<file path="config.mk">
export PLATFORM = sky130hd
export DESIGN_NAME = itof_issue_stage
export DESIGN_NICKNAME = d
export VERILOG_FILES = /design/src/rtl/itof_issue_stage.sv
export SDC_FILE = /design/constraint.sdc
export NUM_CORES = 1
export LEC_CHECK = 0
export CAP_MARGIN = 30
export CORE_MARGIN = 5
export CORE_UTILIZATION = 39
export DETAILED_ROUTE_END_ITERATION = 16
export REMOVE_ABC_BUFFERS = 1
export SYNTH_ARGS = -nofsm -noshare
export SYNTH_HDL_FRONTEND = slang
export SYNTH_SLANG_ARGS = --single-unit
</file>
<file path="constraint.sdc">
create_clock -name clk -period 12.6 [get_ports clk]
set_input_delay 2.52 -clock clk [delete_from_list [all_inputs] [get_ports clk]]
set_output_delay 2.52 -clock clk [all_outputs]
set_load 0.01 [all_outputs]
</file>
<file path="src/rtl/itof_issue_stage.sv">
// itof_issue_stage -- buffered issue stage in front of the combinational
// int-to-float converter.
//
// Signed 32-bit requests (with a destination tag) are queued in a DEPTH-entry
// FIFO. The FIFO head feeds the itof block, and the result is captured in a
// result register for FPU writeback. There are valid/ready handshakes on both
// sides. Total capacity is DEPTH+1 entries, and ordering is strictly FIFO.
//
// Optional feature macro: ITOF_ISSUE_BYPASS_EN
//   When this macro is defined, a request accepted while the FIFO is empty and
//   the result register can load skips the FIFO. It is converted and loaded at
//   the accept edge, giving 1-edge latency. When undefined, every request goes
//   through the FIFO, giving latency of at least 2 edges.
//
// Ports
//   clk, rstn             clock, asynchronous active-low reset
//   flush                 synchronous discard of queued and held work
//   in_valid/in_ready     request handshake; in_data (int32), in_tag
//   out_valid/out_ready   result handshake; out_data (fp32), out_tag
//   count                 FIFO occupancy (result register not included)

// itof: combinational signed int32 -> IEEE-754 single.
// Rounds half-up on the first dropped bit. Mantissa overflow bumps the exponent.
module itof (
  input  logic [31:0] a,
  output logic [31:0] f
);
  logic        sign;
  logic [31:0] mag;
  logic [4:0]  lead;
  logic [24:0] norm_top;
  logic [6:0]  norm_unused;
  logic [24:0] sum;
  logic [7:0]  expo;

  always_comb begin
    sign = a[31];
    mag  = sign ? (~a + 32'd1) : a;   // 0x80000000 maps to 2^31 as unsigned
    lead = '0;
    for (int i = 0; i < 32; i++)
      if (mag[i]) lead = 5'(i);
    // Put the leading one at bit 31. Bits 31:8 are the 24-bit significand and
    // bit 7 is the first dropped bit. The remaining low bits do not affect rounding.
    {norm_top, norm_unused} = mag << (5'd31 - lead);
    sum  = {1'b0, norm_top[24:1]} + {24'd0, norm_top[0]};
    expo = 8'd127 + {3'd0, lead} + {7'd0, sum[24]};
    if (mag == '0) f = '0;
    else           f = {sign, expo, (sum[24] ? sum[23:1] : sum[22:0])};
  end
endmodule

module itof_issue_stage #(
  parameter int DEPTH = 4,   // power of two, >= 2
  parameter int TAG_W = 5
) (
  input  logic                     clk,
  input  logic                     rstn,
  input  logic                     flush,
  input  logic                     in_valid,
  output logic                     in_ready,
  input  logic [31:0]              in_data,
  input  logic [TAG_W-1:0]         in_tag,
  output logic                     out_valid,
  input  logic                     out_ready,
  output logic [31:0]              out_data,
  output logic [TAG_W-1:0]         out_tag,
  output logic [$clog2(DEPTH):0]   count
);
  localparam int AW = $clog2(DEPTH);

  typedef struct packed {
    logic [TAG_W-1:0] tag;
    logic [31:0]      data;
  } req_t;

  req_t            mem [DEPTH];
  req_t            head;
  logic [AW:0]     wr_ptr, rd_ptr;   // extra MSB distinguishes full from empty
  logic            full, empty;
  logic            push_req, push, pop, can_load, load_en, byp;
  logic [31:0]     conv_a, conv_f;
  logic [TAG_W-1:0] conv_tag;

  assign full     = (wr_ptr[AW] != rd_ptr[AW]) && (wr_ptr[AW-1:0] == rd_ptr[AW-1:0]);
  assign empty    = (wr_ptr == rd_ptr);
  assign count    = wr_ptr - rd_ptr;
  assign head     = mem[rd_ptr[AW-1:0]];

  // A full FIFO blocks accepts even if the result register drains this cycle.
  assign in_ready = rstn & ~flush & ~full;
  assign push_req = in_valid & in_ready;
  assign can_load = ~out_valid | out_ready;
  assign load_en  = can_load & ~empty;
  assign pop      = load_en;

`ifdef ITOF_ISSUE_BYPASS_EN
  // Bypass is mutually exclusive with load_en because it requires an empty FIFO.
  // in_ready already excludes flush, so a flush cycle never bypasses.
  assign byp      = push_req & empty & can_load;
  assign conv_a   = byp ? in_data : head.data;
  assign conv_tag = byp ? in_tag  : head.tag;
`else
  assign byp      = 1'b0;
  assign conv_a   = head.data;
  assign conv_tag = head.tag;
`endif

  assign push = push_req & ~byp;

  // One converter instance is shared by the FIFO head and the bypass path.
  itof u_itof (.a(conv_a), .f(conv_f));

  // The storage array needs no reset because the pointers qualify every read.
  always_ff @(posedge clk) begin
    if (push) mem[wr_ptr[AW-1:0]] <= '{tag: in_tag, data: in_data};
  end

  always_ff @(posedge clk or negedge rstn) begin
    if (!rstn) begin
      wr_ptr <= '0;
      rd_ptr <= '0;
    end else if (flush) begin
      wr_ptr <= '0;
      rd_ptr <= '0;
    end else begin
      if (push) wr_ptr <= wr_ptr + 1'b1;
      if (pop)  rd_ptr <= rd_ptr + 1'b1;
    end
  end

  // Result register. Flush wins over load. Data and tag hold while stalled.
  always_ff @(posedge clk or negedge rstn) begin
    if (!rstn) begin
      out_valid <= 1'b0;
      out_data  <= '0;
      out_tag   <= '0;
    end else if (flush) begin
      out_valid <= 1'b0;
    end else if (load_en | byp) begin
      out_valid <= 1'b1;
      out_data  <= conv_f;
      out_tag   <= conv_tag;
    end else if (out_ready) begin
      out_valid <= 1'b0;
    end
  end
endmodule

</file>
==> results by group <==
Run status
  – Status: finished, final reports clean

Global route
  – Initial antenna violation count: 0
  – Largest net degree at the start of global routing: slightly above 50
  – Number of global-route vias before repair: 10,100
  – First-pass GRT wire length: just under 60,000 µm
  – Remaining global-route overflow: 0
  – All-Layer GR Usage: 20.5%

Timing
  – Measured slew at the worst slew-check pin: roughly 1 ns
  – Max-slew headroom: a little under a third
  – Worst hold margin: approximately 0.48 ns
  – Final Hold Viols: 0
  – Final Slew Violations: 0
  – RSZ-0062 raised after global routing: no
  – Post-Route Setup TNS: 0 ns
  – Endpoints failing setup: 0
  – Maximum clock rate: about 110 MHz
  – Period minus WS final: slightly above 9 ns
  – Clk_skew: around 0.011 ns
  – Crit share post-route: 73.2%

Pwr
  – NetSw: 1.91 mW
  – Pwr Total: slightly below 4 mW
  – Comb pwr share: between 60% and 70%
  – Peak VDD IR: roughly 0.16 mV
  – Clk pwr share: roughly 14%
  – Cell internal pwr: between 1.5 and 2 mW
  – Sw Ratio: 49.4%
  – PwrDens: approximately 270 nW/µm²
  – Flop pwr share: roughly a fifth
  – Pleak: between 4 and 5 nW

Floorplan
  – Die Wd: around 190 µm
  – Die Area: around 36,000 µm²
  – Row cnt: 66
  – Die height: 191 µm
  – # IOs: 84
  – Placeable core area: 32,400 µm²
  – Initial Utilization: between 30 and 40%

Placement
  – Final HPWL DP: between 20,000 and 30,000 µm
  – Final GP Congestion: a little under 1
  – Post-DP Area: approximately 14,000 µm²
  – Placed Cells: about 1,700
  – PortBufs: slightly above 80

Setup path
  – CP endpoint kind: flip-flop
  – Worst Setup SP: rd_ptr[0]$_DFFE_PN0P_
  – R2R Path Start: rd_ptr[0]$_DFFE_PN0P_
  – R2r worst-path depth: 22
  – CP startpoint kind: flip-flop
  – Setup CP Type: reg2reg
  – Arr. time, crit path: around 9.6 ns
  – CP max FO: 43
  – Worst R2R Setup Slack: ~3.4 ns
  – Worst setup endpoint: out_data[1]$_DFFE_PN0P_
  – Reg2reg end: out_data[1]$_DFFE_PN0P_
  – CP required: ~13 ns

Clock network
  – CTS sink count: approximately 190
  – Root Driver: clkbuf_16
  – Clock Path Buffers: 2
  – CTS Buf Count: 17
  – Cts repair resizes: 0
  – Htree depth: 4
  – # hold bufs at CTS: 0
  – Number of setup buffers added after CTS: 0
  – Worst-path clk slew: around 0.07 ns
  – CTS tree: built
  – Clk_lat worst skew: between 0.4 and 0.5 ns

Routing
  – Via-to-Cell Ratio: 6.15
  – Drt wl/cell: approximately 22 µm
  – Drt total wl: around 37,000 µm
  – Final ANT Viol Nets: 0
  – DR DRC count: 0
  – First-pass DRT Iterations: 6
  – Number of DRC markers in iteration 0: roughly 1,100
  – DR vias: 10,400

Final layout
  – Layout fillers: roughly 3,100
  – Synth-to-layout area growth: 13.6%
  – Final Non-Filler Cells: 1,691
  – Share of layout cells above drive strength 1: 12.4%
  – Number of diodes: 0
  – Post-route cell area: 14,400 µm²
  – Nets: approximately 1,300

Min path
  – Min-Delay Path Class: reg2reg

Yosys
  – Top post-synthesis cells by area: edfxtp_1 (35%), dfrtp_1 (8.7%), mux4_2 (6.6%), nand2_1 (3.0%), nor2_1 (2.9%)
  – Area leader, netlist: edfxtp_1
  – Prevailing post-synth register cell: edfxtp_1
  – Distinct cells, synth: just under 100
  – Post-synth ARST share: a little under a quarter
  – Synthesis-stage register bit count: between 150 and 200
  – Sequential element share of the synthesized area: ~44%
  – Number of synthesized flops with an enable pin: ~150
  – Syn_area_per_cell: 10.6 µm²
  – Synth top area share: between 30% and 40%
  – Synth warnings: 0
  – Mapped Cells: 1,201
  – Synthesized area: 12,700 µm²

Flow run
  – Max Cap Violations: 0
==> stage by stage <==
stage                     utilization (%)  setup slack, ns
after global placement               42.6             3.50
after detailed placement             42.8             3.52
final                                44.6             3.38
after floorplan                         -             3.57
after CTS                            44.6             3.45
after global routing                 44.6             2.97
==> metal layers <==
| layer | part of all wire, % | global-route usage (%) | vias to the layer above | routed length [µm] |
|---|---|---|---|---|
| met5 | 0 | 0 | - | 0 |
| li1 | - | - | 4792 | - |
| met2 | 47 | 32.9 | 411 | 17700 |
| met1 | 44 | 27.8 | 5136 | 16400 |
| met3 | 6.4 | 4.23 | 66 | 2390 |
| met4 | 2.5 | 6.71 | 0 | 955 |
==> worst min-delay path by stage <==
stage	from	to	slack, ns	depth (start not counted)
after floorplan	out_data[9]$_DFFE_PN0P_	out_data[9]$_DFFE_PN0P_	0.51	2
after global placement	out_data[9]$_DFFE_PN0P_	out_data[9]$_DFFE_PN0P_	0.46	2
after detailed placement	out_data[9]$_DFFE_PN0P_	out_data[9]$_DFFE_PN0P_	0.46	2
after CTS	out_data[19]$_DFFE_PN0P_	out_data[19]$_DFFE_PN0P_	0.48	2
after global routing	out_data[25]$_DFFE_PN0P_	out_data[25]$_DFFE_PN0P_	0.52	2
final	out_data[19]$_DFFE_PN0P_	out_data[19]$_DFFE_PN0P_	0.48	2
==> cells by family after synthesis <==
group,synth area share [%]
multiplexers,9.87
XOR/XNOR,4.19
AND/OR/NAND/NOR,17.1
AO/OA/AOI/OAI,20.0
flip-flops,43.6
adder cells (fa/ha/maj),1.34
buffers and inverters,3.89
==> cells in the final DEF, fill, tap and decap left out, types with 20 or more instances in the layout <==
master	count
inv_1	20
dfrtp_1	42
xor2_1	21
nor2_1	97
nand2_1	102
nand3_1	33
xnor2_1	38
edfxtp_1	148
o22ai_1	25
mux2i_1	23
mux4_2	37
clkdlybuf4s50_1	82
a21oi_1	56
nor3_1	29
o21ai_0	37
==> sequential cells by signal, indices dropped and copies added (netlist names) <==
| register | flops |
|---|---|
| mem | 148 |
| out_tag | 5 |
| wr_ptr | 3 |
| out_valid | 1 |
| rd_ptr | 3 |
| out_data | 32 |
==> worst max-delay path, stage by stage, from the launching register on <==
cell	delay, ns
dfrtp_2	0.38
buf_4	0.64
mux4_2	0.69
inv_1	0.11
ha_1	0.27
nand2_1	0.10
o22ai_1	0.51
nand4_1	0.66
or3_1	0.56
a21oi_1	0.53
o21ai_1	0.30
or2_1	0.42
a21oi_2	0.73
nand2_1	0.33
o22ai_1	0.22
a211o_1	0.27
and2_1	0.17
ha_1	0.18
nand3_1	0.17
or4b_4	0.62
nor4b_4	0.75
nor2_2	0.23
a22o_1	0.24
==> synthesized netlist by cell type, types with 9 or more instances <==
| cell type | n |
|---|---|
| a211oi_1 | 19 |
| a21o_1 | 11 |
| a21oi_1 | 56 |
| a22o_1 | 11 |
| a31oi_1 | 19 |
| and2_1 | 11 |
| and3_1 | 18 |
| buf_2 | 24 |
| buf_4 | 9 |
| clkbuf_1 | 41 |
| dfrtp_1 | 44 |
| edfxtp_1 | 148 |
| ha_1 | 12 |
| inv_1 | 20 |
| mux2_2 | 17 |
| mux2i_1 | 23 |
| mux4_2 | 37 |
| nand2_1 | 102 |
| nand3_1 | 33 |
| nand4_1 | 19 |
| nor2_1 | 97 |
| nor3_1 | 29 |
| nor4_1 | 12 |
| o211ai_1 | 13 |
| o21a_1 | 10 |
| o21ai_0 | 37 |
| o21ai_1 | 20 |
| o22ai_1 | 25 |
| o31ai_1 | 12 |
| or3_1 | 9 |
| or4_1 | 10 |
| xnor2_1 | 38 |
| xor2_1 | 21 |
==> final cells by class <==
class	instances	area (µm²)	area share, %
sequential	192	5550	38.4
clock buffer	18	439	3.04
clock inverter	14	151	1.05
multi-input combinational	905	6680	46.3
inverter	21	81.3	0.563
timing repair buffer	99	983	6.81
tap	442	553	3.83
==> power groups by stage <==
stage          logic (mW)  registers (mW)  clock network [mW]
2_1_floorplan        1.65           0.850                   0
3_3_place_gp         2.51           0.799                   0
3_5_place_dp         2.49           0.800                   0
4_1_cts              2.50           0.786               0.549
5_1_grt              2.74           0.794               0.576
6_report             2.55           0.784               0.534
Note: power is estimated with default switching activity, not from simulation.
